**src/rtl/melody_pkg.sv**
```systemverilog
// rtl/melody_pkg.sv - shared types, note codes and score entry layout for the melody sequencer
//
// Purpose: sequencer state enum, 8-bit note code constants ({high[1:0],mid[2:0],low[2:0]}),
//          score ROM entry field widths and an entry packing helper.
// Ports:   none (package).
package melody_pkg;

  typedef enum logic [2:0] {
    ST_IDLE,
    ST_LOAD,
    ST_PLAY,
    ST_GAP,
    ST_DONE
  } state_t;

  localparam int CODE_W  = 8;
  localparam int DUR_W   = 4;
  localparam int ENTRY_W = CODE_W + DUR_W;

  localparam logic [CODE_W-1:0] REST = 8'h00;
  localparam logic [CODE_W-1:0] L1 = 8'h01, L2 = 8'h02, L3 = 8'h03, L4 = 8'h04;
  localparam logic [CODE_W-1:0] L5 = 8'h05, L6 = 8'h06, L7 = 8'h07;
  localparam logic [CODE_W-1:0] M1 = 8'h08, M2 = 8'h10, M3 = 8'h18, M4 = 8'h20;
  localparam logic [CODE_W-1:0] M5 = 8'h28, M6 = 8'h30, M7 = 8'h38;
  localparam logic [CODE_W-1:0] H1 = 8'h40, H2 = 8'h80, H3 = 8'hC0;

  // Entry layout is {code, dur}; dur == 0 marks the end of the score.
  function automatic logic [ENTRY_W-1:0] mk_entry(input logic [CODE_W-1:0] code,
                                                  input logic [DUR_W-1:0]  dur);
    return {code, dur};
  endfunction

endpackage

```
**src/rtl/melody_rom.sv**
```systemverilog
// rtl/melody_rom.sv - combinational score ROM holding the production tune and a short test score
//
// Purpose: returns the {code, dur} entry at addr; unlisted addresses read as end marker.
// Ports:   addr  - ROM address ($clog2(SCORE_LEN) bits)
//          entry - {code[7:0], dur[3:0]}
module melody_rom
  import melody_pkg::*;
#(
  parameter int SCORE_LEN = 32,
  parameter int SCORE_SEL = 0
) (
  input  logic [$clog2(SCORE_LEN)-1:0] addr,
  output logic [ENTRY_W-1:0]           entry
);

  always_comb begin
    entry = mk_entry(REST, 4'd0);
    if (SCORE_SEL == 1) begin
      case (int'(addr))
        0:       entry = mk_entry(M1, 4'd2);
        1:       entry = mk_entry(M3, 4'd1);
        2:       entry = mk_entry(REST, 4'd1);
        default: entry = mk_entry(REST, 4'd0);
      endcase
    end else begin
      case (int'(addr))
        0:       entry = mk_entry(M1, 4'd1);
        1:       entry = mk_entry(M1, 4'd1);
        2:       entry = mk_entry(M5, 4'd1);
        3:       entry = mk_entry(M5, 4'd1);
        4:       entry = mk_entry(M6, 4'd1);
        5:       entry = mk_entry(M6, 4'd1);
        6:       entry = mk_entry(M5, 4'd2);
        7:       entry = mk_entry(M4, 4'd1);
        8:       entry = mk_entry(M4, 4'd1);
        9:       entry = mk_entry(M3, 4'd1);
        10:      entry = mk_entry(M3, 4'd1);
        11:      entry = mk_entry(M2, 4'd1);
        12:      entry = mk_entry(M2, 4'd1);
        13:      entry = mk_entry(M1, 4'd2);
        14:      entry = mk_entry(REST, 4'd1);
        15:      entry = mk_entry(L5, 4'd1);
        16:      entry = mk_entry(M7, 4'd1);
        17:      entry = mk_entry(H1, 4'd2);
        18:      entry = mk_entry(H2, 4'd1);
        19:      entry = mk_entry(H3, 4'd2);
        default: entry = mk_entry(REST, 4'd0);
      endcase
    end
  end

endmodule

```
**src/rtl/melody_sequencer.sv**
```systemverilog
// rtl/melody_sequencer.sv - score player stepping a note ROM on a tempo tick with start/stop/pause/loop
//
// Purpose: plays {code,dur} entries, each as dur*TICK_DIV cycles of tone plus GAP_CYC cycles of silence.
// Ports:   clk, rst_n (sync active-low), start/stop (pulses), pause/loop_en (levels)
//          note_code - note to sound (0 = silence); gate - non-rest note sounding
//          note_idx  - current ROM address; busy - in LOAD/PLAY/GAP; done - pulse on entering DONE
module melody_sequencer
  import melody_pkg::*;
#(
  parameter int TICK_DIV  = 10000000,
  parameter int GAP_CYC   = 500000,
  parameter int SCORE_LEN = 32,
  parameter int SCORE_SEL = 0
) (
  input  logic                         clk,
  input  logic                         rst_n,
  input  logic                         start,
  input  logic                         stop,
  input  logic                         pause,
  input  logic                         loop_en,
  output logic [CODE_W-1:0]            note_code,
  output logic                         gate,
  output logic [$clog2(SCORE_LEN)-1:0] note_idx,
  output logic                         busy,
  output logic                         done
);

  localparam int AW = $clog2(SCORE_LEN);
  localparam int TW = $clog2(TICK_DIV);
  localparam int GW = $clog2(GAP_CYC + 1);

  state_t              state, state_n;
  logic [AW-1:0]       addr, addr_n;
  logic                wrapped, wrapped_n;   // addr rolled over from the last entry
  logic [CODE_W-1:0]   code_q, code_n;
  logic [DUR_W-1:0]    remaining, rem_n;
  logic [TW-1:0]       tick_cnt, tick_n;
  logic [GW-1:0]       gap_cnt, gap_n;
  logic                hold;
  logic [ENTRY_W-1:0]  rom_entry;
  logic [CODE_W-1:0]   rom_code;
  logic [DUR_W-1:0]    rom_dur;
  logic                rom_end;
  logic [CODE_W-1:0]   code_d;

  melody_rom #(.SCORE_LEN(SCORE_LEN), .SCORE_SEL(SCORE_SEL)) u_rom (
    .addr  (addr),
    .entry (rom_entry)
  );

  assign rom_code = rom_entry[ENTRY_W-1:DUR_W];
  assign rom_dur  = rom_entry[DUR_W-1:0];
  assign rom_end  = (rom_dur == '0) || wrapped;
  assign note_idx = addr;

  always_comb begin
    state_n   = state;
    addr_n    = addr;
    wrapped_n = wrapped;
    code_n    = code_q;
    rem_n     = remaining;
    tick_n    = tick_cnt;
    gap_n     = gap_cnt;
    hold      = 1'b0;
    if (stop) begin
      state_n   = ST_IDLE;
      addr_n    = '0;
      wrapped_n = 1'b0;
      code_n    = REST;
      rem_n     = '0;
      tick_n    = '0;
      gap_n     = '0;
    end else begin
      case (state)
        ST_IDLE, ST_DONE: begin
          if (start) begin
            state_n   = ST_LOAD;
            addr_n    = '0;
            wrapped_n = 1'b0;
          end
        end
        ST_LOAD: begin
          if (rom_end) begin
            // An end marker at entry 0 can never loop: it would spin in LOAD forever.
            if (loop_en && (addr != '0 || wrapped)) begin
              addr_n    = '0;
              wrapped_n = 1'b0;
            end else begin
              state_n = ST_DONE;
            end
          end else begin
            code_n  = rom_code;
            rem_n   = rom_dur;
            tick_n  = '0;
            state_n = ST_PLAY;
          end
        end
        ST_PLAY: begin
          if (pause) begin
            hold = 1'b1;
          end else if (tick_cnt == TW'(TICK_DIV - 1)) begin
            tick_n = '0;
            rem_n  = remaining - 1'b1;
            if (remaining == DUR_W'(1)) begin
              gap_n   = '0;
              state_n = ST_GAP;
            end
          end else begin
            tick_n = tick_cnt + 1'b1;
          end
        end
        ST_GAP: begin
          if (pause) begin
            hold = 1'b1;
          end else if (gap_cnt == GW'(GAP_CYC - 1)) begin
            gap_n   = '0;
            addr_n  = addr + 1'b1;
            state_n = ST_LOAD;
            if (addr == AW'(SCORE_LEN - 1)) wrapped_n = 1'b1;
          end else begin
            gap_n = gap_cnt + 1'b1;
          end
        end
        default: state_n = ST_IDLE;
      endcase
    end
  end

  // Outputs are registered from the next-state view so they line up with the state they describe.
  assign code_d = (state_n == ST_PLAY && !hold) ? code_n : REST;

  always_ff @(posedge clk) begin
    if (!rst_n) begin
      state     <= ST_IDLE;
      addr      <= '0;
      wrapped   <= 1'b0;
      code_q    <= REST;
      remaining <= '0;
      tick_cnt  <= '0;
      gap_cnt   <= '0;
      note_code <= REST;
      gate      <= 1'b0;
      busy      <= 1'b0;
      done      <= 1'b0;
    end else begin
      state     <= state_n;
      addr      <= addr_n;
      wrapped   <= wrapped_n;
      code_q    <= code_n;
      remaining <= rem_n;
      tick_cnt  <= tick_n;
      gap_cnt   <= gap_n;
      note_code <= code_d;
      gate      <= (code_d != REST);
      busy      <= (state_n == ST_LOAD) || (state_n == ST_PLAY) || (state_n == ST_GAP);
      done      <= (state_n == ST_DONE) && (state != ST_DONE);
    end
  end

endmodule

```
**config.mk**
```make
export PLATFORM = sky130hd
export DESIGN_NAME = melody_sequencer
export DESIGN_NICKNAME = d
export VERILOG_FILES = /design/src/rtl/melody_pkg.sv /design/src/rtl/melody_rom.sv /design/src/rtl/melody_sequencer.sv
export SDC_FILE = /design/constraint.sdc
export NUM_CORES = 1
export LEC_CHECK = 0
export ABC_AREA = 1
export BUFFER_PORTS_ARGS = -buffer_cell sky130_fd_sc_hd__buf_2
export CAP_MARGIN = 30
export CORE_ASPECT_RATIO = 0.9
export CORE_MARGIN = 1
export CORE_UTILIZATION = 50
export DETAILED_ROUTE_END_ITERATION = 12
export GPL_ROUTABILITY_DRIVEN = 0
export PLACE_DENSITY_LB_ADDON = 0.3
export SLEW_MARGIN = 20
export SYNTH_ARGS = -nofsm -noshare
export SYNTH_HDL_FRONTEND = slang
export SYNTH_SLANG_ARGS = --single-unit
```
**constraint.sdc**
```tcl
create_clock -name clk -period 7.8 [get_ports clk]
set_clock_uncertainty 0.2 [all_clocks]
set_input_delay 0.78 -clock clk [delete_from_list [all_inputs] [get_ports clk]]
set_output_delay 0.78 -clock clk [all_outputs]
set_load 0.005 [all_outputs]
```
==> impl_metrics.tcl, run 1 <==
set metrics [dict create \
    total_power_mw 0.792 \
    final_common_cell "nand2_1" \
    met1Wirelength_um 4500 \
    vias 4012 \
    fp.dieArea_um2 9330 \
    routed.top_layer "met4" \
    powerDensity_nw_per_um2 163 \
    arrival_ns 2.92 \
    tightestPinTransition_ns 0.619 \
    wl_met2_um 4570 \
    cts_resized 0 \
    nFillCells 827 \
    drc 0 \
    min_from "code_q[1]" \
    drt-wirelength-per-cell_um 12.7 \
    die_w_um 102 \
    crit_path_end_kind "flop" \
    dp_hpwl_um 7120 \
    fmax_mhz 348 \
    grt_pass1_wl_um 16800 \
    yosys_warnings 0 \
    synth_area_um2 4480 \
    cap_violations 0 \
    firstDrtPassIters 5 \
    max_slew_margin_pct 58.7 \
    cts-root-buf "clkbuf_8" \
    htreeDepth 3 \
    timing.hold.ws_ns 0.288 \
    power.leakage_nw 1.91 \
    hold_path.class "flop to flop" \
    grt.overflow.total 0 \
    fin_crit_sh_pct 36.8 \
    postSynthAreaPerCell_um2 7.32 \
    cts_tree "done" \
    clk_path_buf_depth 2 \
    via_per_inst 5.29 \
    fp.dieH_um 91.8 \
    hold_buffers 0 \
    setup_tns_ns 0 \
    rsz0062_at_grt "no" \
    cts_sinks 83 \
    pin_count 22 \
    timing.rr.start "gap_cnt[0]" \
    cp_max_fo 9 \
    layout_min_cycle_time_ns 2.87 \
    path_class "flop to flop" \
    fp-row-count 32 \
    synthCells 611 \
    wl_met3_um 400 \
    drive_above_1_share_pct 15.8 \
    setup_viol 0 \
    initialDrtViolationCount 268 \
    worstPathRequired_ns 7.85 \
    n_antenna_cell 0 \
    cts_buffers 9 \
    area_delta_synth_final_pct 8.41 \
    fin_nets 653 \
    startpoint "gap_cnt[0]" \
    ys_ff_latch 83 \
    worstSkewPairLatency_ns 0.35 \
    synth-seq-area-share_pct 37.1 \
    grt_max_degree 24 \
    clk_pin_slew_ns 0.09 \
    ant_nets 0 \
    grt_use_total_pct 22.3 \
    io_buffers 21 \
    grt_pass1_vias 3784 \
    synthDistinctLibCells 48 \
    drt_wl_total_um 9650 \
    final_max_slew_viol_count 0 \
    finalHoldViolations 0 \
    synth_nets 630 \
    antenna_found_initial 0 \
    irDropWorstVdd_uv 152 \
    status "completed" \
    initial_core_util_pct 52.0 \
    postCtsSetupBuffers 0 \
    critPathLaunchType "flop" \
    mostFrequentLayoutCells "nand2_1, nor2_1, dfxtp_1" \
    coreArea_um2 8610 \
]
## metrics by stage
stage	instance area [um2]	utilization, %	setup slack [ns]	cells
after detailed placement	4670	54.2	4.68	742
after global routing	4850	56.4	4.68	758
after CTS	4850	56.4	4.93	758
after global placement	4670	54.2	4.79	742
final	4850	56.4	4.93	758
after floorplan	4480	-	5.28	611
## flip-flops by register name, indices dropped and copies added, names as in the netlist
name,count
gap_cnt,19
u_rom.entry,8
gate,1
remaining,4
state,3
tick_cnt,24
busy,1
done,1
wrapped,1
note_idx,5
note_code,8
code_q,8
## cells by family (layout without fill, tap and decap cells)
group | Yosys count | after routing | synth area share, %
AOI/OAI and AO/OA | 61 | 61 | 9.00
xor gates and xnor gates | 16 | 16 | 3.30
adders and majority gates | 13 | 13 | 3.63
buffers and inverters | 88 | 116 | 8.05
DFF | 83 | 83 | 37.1
and+or+nand+nor | 350 | 350 | 38.9
## critical path: stages, from the launching register on
cell and delay [ns]:
dfxtp_1 0.46, ha_1 0.24, nand4_1 0.18, nor2_1 0.14
nand2_1 0.08, nand2_2 0.22, nand2_4 0.13, nand2_1 0.10
nand3_1 0.28, ha_1 0.36, nand3b_1 0.17, nand3_1 0.07
nand2_1 0.05, nand2_1 0.05, nand2_1 0.04
## final cells by class
cell class	instances	area [um2]	share of cell area, %
Timing Repair Buffer	21	105	2.17
Tap cell	119	149	3.07
Sequential cell	83	1660	34.2
Clock buffer	10	138	2.84
Clock inverter	6	45.0	0.928
Multi-Input combinational cell	440	2450	50.6
Inverter	79	300	6.19
## power breakdown
part | total (mW) | internal [mW] | switching [mW] | leakage, nW
clock | 0.297 | 0.128 | 0.169 | 0.0978
combinational | 0.0625 | 0.0188 | 0.0437 | 1.14
sequential | 0.432 | 0.429 | 0.00368 | 0.670
## synthesized netlist by cell type, drive strengths merged
library cell | instances | area [um2]
nor3b | 3 | 22.5
a21o | 1 | 7.51
nor3 | 40 | 211
nand3b | 2 | 15.0
clkinv | 2 | 8.75
o21a | 1 | 7.51
o21bai | 2 | 15.0
or2 | 3 | 18.8
nor2 | 97 | 447
a31oi | 2 | 27.5
xor2 | 15 | 139
o21ai | 24 | 143
clkbuf | 3 | 11.3
a21oi | 25 | 151
nand4 | 16 | 100
o221a | 2 | 22.5
nand2 | 130 | 571
buf | 6 | 48.8
a21boi | 1 | 7.51
xnor2 | 1 | 8.76
dfxtp | 83 | 1660
inv | 77 | 292
nand3 | 50 | 293
a211oi | 1 | 7.51
o22ai | 1 | 6.26
and3 | 1 | 6.26
o211ai | 1 | 7.51
nor4 | 8 | 56.3
ha | 13 | 163
## worst paths after layout
kind / endpoint / slack [ns] / depth (start not counted)
max: u_rom.entry[8] / 4.93 / 14
min: code_q[1] / 0.29 / 2
max reg2reg: u_rom.entry[8] / 4.93 / 14
min reg2reg: code_q[1] / 0.29 / 2
## routing by layer
layer	global-route usage (%)	vias to the layer above
met4	8.94	0
met5	0	-
li1	-	2040
met2	37.5	101
met3	3.96	16
met1	27.9	1855
Power figures use the tool's default switching activity.
==> run 2, diff against run 1 <==
ABC_AREA = 0   (was 1)
clock period = 2.45 ns   (was 7.8 ns; I/O delays follow)
==> run 2 against run 1 <==
Net effect:
- global-route usage up 2.0 points
- synthesized cell count shrank 25%
- worst setup slack worse by 5.3 ns
- the run now ends with negative setup slack left
- sequential power grew to 3.1 times the previous value
==> impl_metrics.tcl, run 2 <==
set metrics [dict create \
    die_w_um 97.2 \
    area_delta_synth_final_pct 34.7 \
    synth_area_um2 4080 \
    finalHoldViolations 0 \
    irDropWorstVdd_uv 304 \
    ys_ff_latch 83 \
    via_per_inst 5.57 \
    grt.met1_usage_pct 30.4 \
    layout_min_cycle_time_ns 2.81 \
    fin_crit_sh_pct 115 \
    grt-busiest-layer "met2" \
    grt_use_total_pct 24.3 \
    top_regs "tick_cnt (24), gap_cnt (19)" \
    cts-root-buf "clkbuf_8" \
    gr-usage-met2_pct 42.6 \
    power_frac_clock_pct 40.4 \
    postSynthAreaPerCell_um2 8.89 \
    io_buffers 21 \
    worstPathRequired_ns 2.52 \
    critPathLaunchType "flop" \
    fin_nets 595 \
    cts_tree "done" \
    cap_violations 0 \
    antenna_found_initial 0 \
    swShare_pct 23.1 \
    synth_top_area_share_pct 40.7 \
    fp-row-count 30 \
    htreeDepth 3 \
    nFillCells 553 \
    grt_max_degree 25 \
    cp_max_fo 6 \
    pin_count 22 \
    seqCellArea_um2 1670 \
    grt_pass1_vias 3518 \
    status "complete, but fails checks" \
    final_max_slew_viol_count 0 \
    firstDrtPassIters 5 \
    p_int_mw 1.96 \
    drive_above_1_share_pct 35.1 \
    setup_tns_ns -2.66 \
    clk_pin_slew_ns 0.09 \
    final_common_cell "buf_4" \
    fmax_mhz 355 \
    rsz0062_at_grt "yes" \
    grt_use_met3_pct 4.79 \
    grt_pass1_wl_um 16600 \
    regMostFlops "tick_cnt" \
    n_antenna_cell 0 \
    max_slew_margin_pct 57.6 \
    failed_checks "negative setup slack" \
    yosys-top-cells-area "dfxtp_1, nor2_1, xor2_1" \
    largest_reg_flops 24 \
    crit_path_end_kind "flop" \
    drc 0 \
    mostFrequentLayoutCells "buf_4, dfxtp_1, nor2_1" \
    synth_edf_count 0 \
    powerDensity_nw_per_um2 464 \
    final_util_pct 71.1 \
    synth-seq-area-share_pct 40.7 \
    async_flop_share_pct 0 \
    worstSkewPairLatency_ns 0.36 \
    vias 3770 \
    fin_ws_ns -0.364 \
    power.switching_mw 0.589 \
    multi_input_area_um2 2540 \
    drt_wl_total_um 10800 \
    clk_path_buf_depth 2 \
    setup_viol 16 \
    drt-wirelength-per-cell_um 15.9 \
    hold_path.class "input pin to flop" \
    cts_sinks 83 \
    path_class "flop to flop" \
    synthFlopType "dfxtp_1" \
    synthTopCellsByCount "dfxtp_1, nor2_1, nand2_1" \
    seqPwrFrac_pct 53.1 \
    fp.dieH_um 87.7 \
    fin_area_um2 5500 \
    cts_buffers 9 \
    yosys_warnings 0 \
    dpl-instance-area_um2 4910 \
    synthCells 459 \
    initial_core_util_pct 52.8 \
    synth_nets 478 \
    power.leakage_nw 2.17 \
    comb_power_share_pct 6.4 \
    synth.most_common_cell "dfxtp_1" \
    fp.dieArea_um2 8530 \
    ant_nets 0 \
    synth_top_cell_by_area "dfxtp_1" \
    dpl_worst_slack_ns -0.412 \
    synthDistinctLibCells 75 \
    coreArea_um2 7730 \
    initialDrtViolationCount 310 \
    grt.overflow.total 0 \
    tightestPinTransition_ns 0.630 \
    arrival_ns 2.88 \
    dp_hpwl_um 7350 \
]
-- run 2: cell count changes in the layout (fill, tap and decap cells not counted), sizes merged, moves of 9 or more --
cell,change
nor3,-29
nand2,-103
nand3,-31
mux2i,+12
xor2,+9
buf,+99
and3,+15
nor2,-18
xnor2,+16
a21oi,-16
inv,-63
-- run 2: metal layers --
metal / vias up / part of all wire (%) / routed length [um]
li1: 1853 / - / -
met1: 1758 / 44 / 4740
met2: 142 / 49 / 5290
met3: 17 / 5.3 / 574
met4: 0 / 1.4 / 146
met5: - / 0 / 0
-- run 2: final cells by class --
| class | count | area share [%] |
|---|---|---|
| tap | 96 | 2.19 |
| inverter | 17 | 1.30 |
| clock inverter | 4 | 1.02 |
| sequential | 83 | 30.4 |
| multi-input combinational | 345 | 46.2 |
| timing repair buffer | 120 | 16.1 |
| clock buffer | 12 | 2.82 |
-- run 2: final timing paths --
path,from,endpoint,slack [ns],cells after the start
setup / recovery,note_idx[1],u_rom.entry[7],-0.36,12
hold / removal,start,state[2],0.10,4
setup reg to reg,note_idx[1],u_rom.entry[7],-0.36,12
hold reg to reg,gap_cnt[1],gap_cnt[1],0.29,2
-- run 2: cells by family (layout without fill, tap and decap cells) --
logic type / Yosys count / count (layout) / share of synthesized area (%)
XOR/XNOR: 41 / 41 / 8.80
multiplexers: 12 / 12 / 3.04
flip-flops: 83 / 83 / 40.7
buffers and inverters: 31 / 153 / 3.37
AND/OR/NAND/NOR: 217 / 217 / 28.5
adder cells (fa/ha/maj): 13 / 13 / 3.99
AO/OA/AOI/OAI: 62 / 62 / 11.6
-- run 2: critical path: stages (launching register included) --
cell      delay, ns
dfxtp_2        0.34
inv_2          0.08
ha_4           0.12
or4b_4         0.49
o21ai_4        0.18
a211o_4        0.20
o21ai_2        0.08
a21o_4         0.24
buf_4          0.14
ha_4           0.25
inv_2          0.02
a211o_1        0.31
o221ai_2       0.07
-- run 2: what timing repair did --
| action | CTS | global route |
|---|---|---|
| setup buffers | 5 | 9 |
| resized for setup | 18 | 40 |
| hold buffers | 0 | 0 |
| setup endpoints to repair | 22 | 40 |
| pin swaps | 10 | 21 |
-- run 2: metrics by stage --
stage | power, mW | cells | hold slack (ns)
floorplan | 1.46 | 459 | 0.230
global placement | 1.52 | 647 | 0.257
detailed placement | 1.52 | 647 | 0.281
CTS | 2.54 | 668 | 0.0832
global route | 2.64 | 677 | 0.0973
finish | 2.55 | 677 | 0.100
-- run 2: power by group through the flow --
stage	clock network (mW)	registers, mW	logic (mW)
after CTS	1.04	1.35	0.144
after global routing	1.11	1.35	0.176
after global placement	0	1.39	0.133
after floorplan	0	1.39	0.0764
after detailed placement	0	1.39	0.135
final	1.03	1.35	0.164
